$ cat src/rtl/handshake_pkg.sv
// handshake_pkg: definitions shared by the sender and receiver ends of the
// four-phase Req/Ack word link (default widths and receiver state encodings).
package handshake_pkg;

    localparam int DEFAULT_DATA_WIDTH = 16;
    localparam int DEFAULT_ADDR_WIDTH = 4;

    typedef enum logic [1:0] {
        IDLE     = 2'd0,
        WAIT_REQ = 2'd1,
        ACK_HIGH = 2'd2,
        DONE     = 2'd3
    } rx_state_e;

endpackage

$ cat src/rtl/req_synchronizer.sv
// req_synchronizer: two-flop synchronizer with synchronous active-high reset
// to 0, used to bring the sender's Req into the receiver clock domain.
// Optional feature macro: REQ_SYNC_EN. The module is only compiled when the
// synchronizer is enabled, so the default build has no unused top-level module.
`ifdef REQ_SYNC_EN
module req_synchronizer (
    input  logic clk,
    input  logic reset,
    input  logic async_in,
    output logic sync_out
);

    logic sync1_d;
    logic sync1_q;
    logic sync2_d;
    logic sync2_q;

    // Next values of the two synchronizer stages.
    always_comb begin
        sync1_d = async_in;
        sync2_d = sync1_q;
    end

    // Synchronizer flops, cleared by the synchronous reset.
    always_ff @(posedge clk) begin
        if (reset) begin
            sync1_q <= 1'b0;
            sync2_q <= 1'b0;
        end else begin
            sync1_q <= sync1_d;
            sync2_q <= sync2_d;
        end
    end

    assign sync_out = sync2_q;

endmodule
`endif

$ cat src/rtl/receiver.sv
// receiver: receiving end of the four-phase Req/Ack word link. Captures one
// word per handshake, writes it to a 2**ADDR_WIDTH-entry memory at an
// auto-incrementing address and pulses Ready after the last word of a block.
// Optional feature macro: REQ_SYNC_EN (two-flop synchronizer on Req).
module receiver
    import handshake_pkg::*;
#(
    parameter int DATA_WIDTH = DEFAULT_DATA_WIDTH,
    parameter int ADDR_WIDTH = DEFAULT_ADDR_WIDTH
) (
    input  logic                  Clock,
    input  logic                  Reset,
    input  logic                  Receive,
    input  logic                  Req,
    input  logic [DATA_WIDTH-1:0] DataIn,
    output logic                  Ack,
    output logic                  WriteEnable,
    output logic [ADDR_WIDTH-1:0] Address,
    output logic [DATA_WIDTH-1:0] DataOut,
    output logic                  Ready,
    output logic                  Busy
);

    localparam logic [ADDR_WIDTH-1:0] LAST_WORD = {ADDR_WIDTH{1'b1}};

    logic req_eff_s;

`ifdef REQ_SYNC_EN
    req_synchronizer u_req_sync (
        .clk      (Clock),
        .reset    (Reset),
        .async_in (Req),
        .sync_out (req_eff_s)
    );
`else
    assign req_eff_s = Req;
`endif

    rx_state_e             state_d;
    rx_state_e             state_q;
    logic [ADDR_WIDTH-1:0] counter_d;
    logic [ADDR_WIDTH-1:0] counter_q;
    logic                  ack_d;
    logic                  ack_q;
    logic                  we_d;
    logic                  we_q;
    logic [ADDR_WIDTH-1:0] addr_d;
    logic [ADDR_WIDTH-1:0] addr_q;
    logic [DATA_WIDTH-1:0] dout_d;
    logic [DATA_WIDTH-1:0] dout_q;
    logic                  ready_d;
    logic                  ready_q;
    logic                  busy_d;
    logic                  busy_q;

    // Next-state and next-output logic of the handshake FSM.
    always_comb begin
        state_d   = state_q;
        counter_d = counter_q;
        ack_d     = ack_q;
        we_d      = 1'b0;
        addr_d    = addr_q;
        dout_d    = dout_q;
        ready_d   = 1'b0;
        busy_d    = busy_q;
        case (state_q)
            IDLE: begin
                ack_d  = 1'b0;
                busy_d = 1'b0;
                if (Receive) begin
                    state_d   = WAIT_REQ;
                    busy_d    = 1'b1;
                    counter_d = {ADDR_WIDTH{1'b0}};
                end else begin
                    state_d = IDLE;
                end
            end
            WAIT_REQ: begin
                // Req already high here is always a fresh word, because
                // ACK_HIGH is only left once Req has dropped.
                if (req_eff_s) begin
                    dout_d  = DataIn;
                    addr_d  = counter_q;
                    we_d    = 1'b1;
                    ack_d   = 1'b1;
                    state_d = ACK_HIGH;
                end else begin
                    state_d = WAIT_REQ;
                end
            end
            ACK_HIGH: begin
                if (req_eff_s) begin
                    ack_d   = 1'b1;
                    state_d = ACK_HIGH;
                end else begin
                    ack_d     = 1'b0;
                    counter_d = counter_q + ADDR_WIDTH'(1);
                    if (counter_q == LAST_WORD) begin
                        state_d = DONE;
                    end else begin
                        state_d = WAIT_REQ;
                    end
                end
            end
            DONE: begin
                ready_d = 1'b1;
                busy_d  = 1'b0;
                state_d = IDLE;
            end
            default: begin
                ack_d   = 1'b0;
                busy_d  = 1'b0;
                state_d = IDLE;
            end
        endcase
    end

    // State, counter and registered outputs with synchronous reset.
    always_ff @(posedge Clock) begin
        if (Reset) begin
            state_q   <= IDLE;
            counter_q <= {ADDR_WIDTH{1'b0}};
            ack_q     <= 1'b0;
            we_q      <= 1'b0;
            addr_q    <= {ADDR_WIDTH{1'b0}};
            dout_q    <= {DATA_WIDTH{1'b0}};
            ready_q   <= 1'b0;
            busy_q    <= 1'b0;
        end else begin
            state_q   <= state_d;
            counter_q <= counter_d;
            ack_q     <= ack_d;
            we_q      <= we_d;
            addr_q    <= addr_d;
            dout_q    <= dout_d;
            ready_q   <= ready_d;
            busy_q    <= busy_d;
        end
    end

    assign Ack         = ack_q;
    assign WriteEnable = we_q;
    assign Address     = addr_q;
    assign DataOut     = dout_q;
    assign Ready       = ready_q;
    assign Busy        = busy_q;

endmodule

$ cat config.mk
export PLATFORM = sky130hd
export DESIGN_NAME = receiver
export DESIGN_NICKNAME = d
export VERILOG_FILES = /design/src/rtl/handshake_pkg.sv /design/src/rtl/req_synchronizer.sv /design/src/rtl/receiver.sv
export SDC_FILE = /design/constraint.sdc
export NUM_CORES = 1
export LEC_CHECK = 0
export CAP_MARGIN = 20
export CORE_ASPECT_RATIO = 2
export CORE_UTILIZATION = 40
export CTS_BUF_LIST = sky130_fd_sc_hd__clkbuf_16
export DETAILED_ROUTE_END_ITERATION = 8
export GPL_ROUTABILITY_DRIVEN = 0
export PLACE_DENSITY_LB_ADDON = 0.12
export SLEW_MARGIN = 15
export SYNTH_ARGS = -nofsm -noshare
export SYNTH_HDL_FRONTEND = slang
export SYNTH_SLANG_ARGS = --single-unit
$ cat constraint.sdc
create_clock -name Clock -period 4.7 [get_ports Clock]
set_input_delay 0.94 -clock Clock [delete_from_list [all_inputs] [get_ports Clock]]
set_output_delay 0.94 -clock Clock [all_outputs]
set_load 0.005 [all_outputs]
==> results by group, run 1 <==
Timing
  • # setup viols final: 0
  • RSZ-0062 raised after global routing: false
  • Fmax: 437.8 MHz
  • Setup TNS: 0 ns
  • Slew @ Worst Pin: 1.004 ns
  • Fin crit share: 48.60%
  • Final Skew: 0.003037 ns
  • Rel. slew slack: 32.84%
  • Slew Limit Fails: 0
  • Final hold vios: 0
  • Min cycle time layout: between 2 and 2.5 ns

Worst setup path
  • CP top delay family: simple AND/OR/NAND/NOR gates
  • CP startpoint kind: input port
  • WP buf/inv: 1
  • Largest fanout on the critical path: 21
  • Critical path, cell by cell: clkdlybuf4s50_1 -> and2_1 -> nand2_1 -> a21oi_1
  • Crit Path Category: input port to flop
  • Worst Path Required: around 5 ns
  • Crit path largest cell delay: 0.65 ns
  • Slowest-stage cell, CP: and2_1
  • CP endpoint kind: flop
  • Crit path arrival time: 2.47 ns

GRT
  • First-pass GRT wire length: roughly 4300 µm
  • Initial antenna violation count: 0
  • All-layer global routing usage: 20.00%
  • Vias in the first global route: 1006
  • Grt ovf: 0
  • Largest net degree at the start of global routing: 30

Clock network
  • Clock Latency Late Sink: approximately 0.27 ns
  • Post-cts gate resize count: 0
  • CTS H-tree lvls: 2
  • Clock Tree Root: clkbuf_16
  • Worst-path clk slew: ~0.050 ns
  • Postcts setup bufs: 0
  • CTS Buf Count: 5
  • CTS Hold Buffers Added: 0
  • CTS tree: built
  • Clk buf depth: 2
  • Clk sink count: 30

Yosys
  • Synth top area share: around half
  • Mapped Cells: ~140
  • Synth area leader: dfxtp_1
  • Flops & latches, synth: 30
  • Synth area leaders: dfxtp_1 52%, nand2_1 14%, a21oi_1 12%
  • Seq/Total Area, Yosys: between 50 and 60%
  • Syn_nets: between 150 and 200
  • Number of library cell types mapped by synthesis: 22
  • Syn Area/Cell: 8.217 µm²
  • Yosys warns: 0
  • Area of the mapped netlist: 1159 µm²

Die
  • Initial Util: around 42%
  • Io pins: 44
  • Num rows: 27
  • Die Wd: 40.06 µm
  • DIE HEIGHT: approximately 78 µm
  • Core ar.: between 2000 and 3000 µm²
  • Die area: between 3000 and 4000 µm²

Place
  • IO Port Bufs: 43
  • Placed cell areas: between 1500 and 2000 µm²
  • DP Cell Count: around 200
  • Post-DP HPWL: roughly 1900 µm

Finish
  • Layout area overhead: 49.89%
  • Ant diodes: 0
  • Final core occ: between 60% and 70%
  • Fraction of layout cells with a size suffix above 1: ~4.3%
  • Fin area: 1737 µm²
  • FILL cells: about 230
  • Final #Nets: approximately 210
  • Post-route insts no fill: between 200 and 250

Run status
  • Outcome: completed

Power and ir drop
  • Maximum vdd ir drop: roughly 0.00024 V
  • P per Cell Area: 351.9 nW/µm²
  • Total Power: about 0.6 mW
  • Leakage power: 0.6187 nW

Routing
  • Routed Antenna Nets: 0
  • TritonRoute pass-1 iters: 4
  • Wire length per cell: roughly 13 µm
  • DRC viols: 0
  • Final WL: about 2700 µm
  • Vias per std cell: between 5 and 6
  • Vias post-DR: approximately 1.1k
  • 1st-iter DRT viols: 25

Job
  • Max_cap viols: 0

Min path
  • HP Class: flop to flop
-- worst min-delay path: cells and delay by family, from the launching register on --
kind               cells  cell delay, ns
DFF                    1            0.30
AOI/OAI and AO/OA      1            0.05
and+or+nand+nor        1            0.05
-- placed cells by master (no fill, tap or decap), drive strengths merged --
master	instances
ha	5
clkinv	2
nor2	5
or3	1
nand3	1
dfxtp	30
o2111ai	1
and2	2
clkbuf	5
a31oi	1
inv	5
clkdlybuf4s50	43
nor2b	1
a21oi	27
o31ai	2
or4	2
nor3b	1
mux2i	1
or4b	1
o21ai	4
nor4	1
o21bai	1
nand2	43
-- report_power, final --
part,total (mW),switching [mW],internal (mW)
Clock,0.297,0.107,0.191
Sequential,0.264,0.00305,0.261
Combinational,0.0498,0.0212,0.0286
-- through the flow --
step                setup slack, ns  hold WS [ns]
detailed placement            2.101        0.4467
global placement              2.137        0.4412
global route                  2.279        0.4647
finish                        2.416        0.4532
floorplan                     2.871        0.4527
CTS                           2.383        0.4536
-- cell families after synthesis --
group	synth area share, %
AND/OR/NAND/NOR	21.71
AO/OA/AOI/OAI	16.63
flip-flops	51.84
buffers and inverters	3.564
adder cells (fa/ha/maj)	5.400
multiplexers	0.8640
-- worst paths after layout --
check	startpoint	end	slack, ns	cells past startpoint
max	Req	DataOut[2]	2.42	4
min reg2reg	DataOut[6]	DataOut[6]	0.45	2
max reg2reg	state_q[0]	counter_q[3]	3.01	5
min	DataOut[6]	DataOut[6]	0.45	2
-- synthesized netlist by cell type (all sizes together) --
cell type,n
nor2,5
a21oi,27
or4b,1
o31ai,2
or3,1
and2,2
nor3b,1
o21ai,4
o2111ai,1
clkbuf,7
or4,2
nand3,1
dfxtp,30
nor2b,1
nand2,43
inv,4
o21bai,1
ha,5
a31oi,1
nor4,1
mux2i,1
-- flip-flops by register name, indices dropped and copies added (netlist names) --
signal	cells
DataOut	16
Address	4
counter_q	4
state_q	2
Ack	1
Busy	1
Ready	1
WriteEnable	1
-- cell type report --
cell class	count	area, µm²	share of cell area, %
clock buffer	5	125.1	7.205
tap	29	36.28	2.089
clock inverter	3	12.51	0.7205
timing repair buffer	43	430.4	24.78
sequential	30	600.6	34.58
multi-input combinational	100	516.7	29.75
inverter	4	15.01	0.8646
-- metal layers --
layer,up-vias,part of all wire [%],global-route usage [%]
met3,5,5.2,5.932
met2,29,55,34.68
met5,-,0,0
met4,0,2.6,13.45
met1,513,37,17.57
li1,556,-,-
Note: power is estimated with default switching activity, not from simulation.
==> inputs of run 2 (changes only) <==
--- a/config.mk
+++ b/config.mk
@@ -7,7 +7,7 @@
 export LEC_CHECK = 0
 export CAP_MARGIN = 20
 export CORE_ASPECT_RATIO = 2
-export CORE_UTILIZATION = 40
+export CORE_UTILIZATION = 38
 export CTS_BUF_LIST = sky130_fd_sc_hd__clkbuf_16
 export DETAILED_ROUTE_END_ITERATION = 8
 export GPL_ROUTABILITY_DRIVEN = 0
==> constraint.sdc (replaced) <==
create_clock -name Clock -period 1.9 [get_ports Clock]
set_input_delay 0.38 -clock Clock [delete_from_list [all_inputs] [get_ports Clock]]
set_output_delay 0.38 -clock Clock [all_outputs]
set_load 0.005 [all_outputs]
==> results by group, run 2 (synthesis results as in run 1) <==
Worst setup path
  • CP endpoint kind: flop (unchanged)
  • Crit Path Category: flop to flop (was input port to flop)
  • CP top delay family: simple AND/OR/NAND/NOR gates (unchanged)
  • Largest fanout on the critical path: 8 (was 21)
  • CP startpoint kind: flop (was input port)
  • WP buf/inv: 1 (unchanged)
  • Worst Path Required: 2.09 ns (was 4.88 ns)
  • R2R depth: 5 (unchanged)
  • Worst reg2reg path startpoint: state_q[0] (unchanged)
  • Crit path arrival time: 1.89 ns (was 2.47 ns)
  • Slowest-stage cell, CP: or4_1 (was and2_1)
  • Worst Setup SP: state_q[0] (was Req)
  • Crit path largest cell delay: 0.51 ns (was 0.65 ns)
  • Critical path depth: 5 (was 4)
  • Critical path, cell by cell: inv_1 -> ha_1 -> and2_2 -> or4_1 -> a21oi_1 (was clkdlybuf4s50_1 -> and2_1 -> nand2_1 -> a21oi_1)

Routing
  • Vias per std cell: 5.014 (was 5.154)
  • DRC viols: 0 (unchanged)
  • 1st-iter DRT viols: 14 (was 25)
  • Routed Antenna Nets: 0 (unchanged)
  • Vias post-DR: 1088 (was 1103)
  • Final WL: 2751 µm (was 2718 µm)
  • TritonRoute pass-1 iters: 3 (was 4)
  • Wire length per cell: 12.68 µm (was 12.70 µm)

Die
  • Die Wd: 41.05 µm (was 40.06 µm)
  • Core ar.: 2943 µm² (was 2736 µm²)
  • DIE HEIGHT: 80.09 µm (was 78.11 µm)
  • Die area: 3287 µm² (was 3129 µm²)
  • Num rows: 28 (was 27)
  • Initial Util: 39.37% (was 42.34%)
  • Io pins: 44 (unchanged)

Power and ir drop
  • Clk pwr share: 47.2% (was 48.7%)
  • Maximum vdd ir drop: 0.0006350 V (was 0.0002411 V)
  • Switching share of power: 20.33% (was 21.44%)
  • Psw: 0.3033 mW (was 0.1310 mW)
  • Leakage power: 0.6363 nW (was 0.6187 nW)
  • Int Power: 1.189 mW (was 0.4801 mW)
  • Flop pwr share: 43.8% (was 43.2%)
  • Comb power frac: 9.0% (was 8.2%)
  • P per Cell Area: 836.2 nW/µm² (was 351.9 nW/µm²)

Clock network
  • Worst-path clk slew: 0.05 ns (about the same)
  • Clk sink count: 30 (unchanged)
  • CTS H-tree lvls: 2 (unchanged)
  • Post-cts gate resize count: 0 (unchanged)
  • CTS Buf Count: 5 (unchanged)
  • CTS Hold Buffers Added: 0 (unchanged)
  • CTS tree: built (unchanged)
  • Clock Latency Late Sink: 0.27 ns (about the same)
  • Clock Tree Root: clkbuf_16 (unchanged)
  • Clk buf depth: 2 (unchanged)
  • Postcts setup bufs: 0 (unchanged)

Min path
  • HP Class: flop to flop (unchanged)
  • Min-delay src: DataOut[15] (was DataOut[6])
  • Hold Crit Depth: 2 (unchanged)

Timing
  • Final hold vios: 0 (unchanged)
  • Slew @ Worst Pin: 0.4833 ns (was 1.004 ns)
  • Setup TNS: 0 ns (unchanged)
  • Slew Limit Fails: 0 (unchanged)
  • Fin crit share: 89.31%
  • Final Skew: 0.005543 ns (was 0.003037 ns)
  • Rel. slew slack: 66.86% (was 32.84%)
  • RSZ-0062 raised after global routing: false (unchanged)
  • Final WS setup: 0.2032 ns (was 2.416 ns)
  • Fmax: 589.3 MHz
  • Min cycle time layout: 1.697 ns
  • # setup viols final: 0 (unchanged)

Finish
  • Fin area: 1784 µm² (was 1737 µm²)
  • Storage cell area: 600.6 µm² (unchanged)
  • Max FFs per register: 16 (unchanged)
  • Most frequent cells in the layout: 43 x nand2_1, 43 x clkdlybuf4s50_1, 30 x dfxtp_1, 27 x a21oi_1 (unchanged)
  • Footprint of the multi-input gates: 516.7 µm² (unchanged)
  • Final #Nets: 213 (was 209)
  • Fraction of layout cells with a size suffix above 1: 5.882% (was 4.324%)
  • FILL cells: 279 (was 234)
  • Ant diodes: 0 (unchanged)
  • Layout area overhead: 54.00% (was 49.89%)

Place
  • Placed cell areas: 1655 µm² (was 1599 µm²)
  • Post-DP HPWL: 2042 µm (was 1896 µm)
  • IO Port Bufs: 43 (unchanged)
  • Pre-CTS WS: 0.1275 ns (was 2.101 ns)

GRT
  • Largest net degree at the start of global routing: 22 (was 30)
  • Initial antenna violation count: 0 (unchanged)
  • Vias in the first global route: 1005 (was 1006)
  • All-layer global routing usage: 19.50% (was 20.00%)
  • First-pass GRT wire length: 4284 µm (was 4250 µm)
  • Grt ovf: 0 (unchanged)

Run status
  • Outcome: completed (unchanged)

Job
  • Max_cap viols: 0 (unchanged)
-- run 2: changes by cell type in the layout (fill, tap and decap cells not counted), sizes merged --
cell,change
buf,+4
clkinv,-1
inv,-1
-- run 2: worst paths after layout --
path | end | slack (ns)
max | counter_q[3] | 0.20
min | DataOut[15] | 0.45
max reg2reg | counter_q[3] | 0.20
min reg2reg | DataOut[15] | 0.45
-- run 2: layer usage --
metal  share of wire [%]  track usage [%]  up-vias
li1                    -                -      565
met5                   0                0        -
met3                 4.4            5.801        6
met4                 2.4            11.00        0
met2                  59            34.38       28
met1                  34            17.46      489
-- run 2: per-stage QoR --
step	hold WS, ns	util [%]	power [mW]	std cells
after global routing	0.4667	60.63	1.550	217
after global placement	0.4419	56.25	0.7981	211
after floorplan	0.4527	-	0.7124	141
after detailed placement	0.4457	56.25	0.8015	211
after CTS	0.4521	60.63	1.505	217
final	0.4497	60.63	1.492	217
-- run 2: power groups by stage --
stage | sequential (mW) | combinational (mW) | clock (mW)
after floorplan | 0.666 | 0.0466 | 0
after global placement | 0.664 | 0.134 | 0
after detailed placement | 0.665 | 0.136 | 0
after CTS | 0.653 | 0.137 | 0.715
after global routing | 0.654 | 0.149 | 0.747
final | 0.653 | 0.135 | 0.704
-- run 2: area by class of cell --
type | count | area share (%)
Timing Repair Buffer | 47 | 27.21
Multi-Input combinational cell | 100 | 28.96
Inverter | 4 | 0.8415
Tap cell | 30 | 2.104
Clock inverter | 1 | 0.2104
Clock buffer | 5 | 7.013
Sequential cell | 30 | 33.66
-- run 2: worst min-delay path, stage by stage, from the launching register on --
cell and delay [ns]:
dfxtp_1 0.30, nand2_1 0.05, a21oi_1 0.05
==> inputs of run 3 (changes only) <==
--- a/config.mk
+++ b/config.mk
@@ -9,6 +9,7 @@
 export CORE_ASPECT_RATIO = 2
 export CORE_UTILIZATION = 38
 export CTS_BUF_LIST = sky130_fd_sc_hd__clkbuf_16
+export CTS_CLUSTER_DIAMETER = 60
 export DETAILED_ROUTE_END_ITERATION = 8
 export GPL_ROUTABILITY_DRIVEN = 0
 export PLACE_DENSITY_LB_ADDON = 0.12
==> results of run 3 <==
Final layout, timing and power as in run 2 (identical DEF).
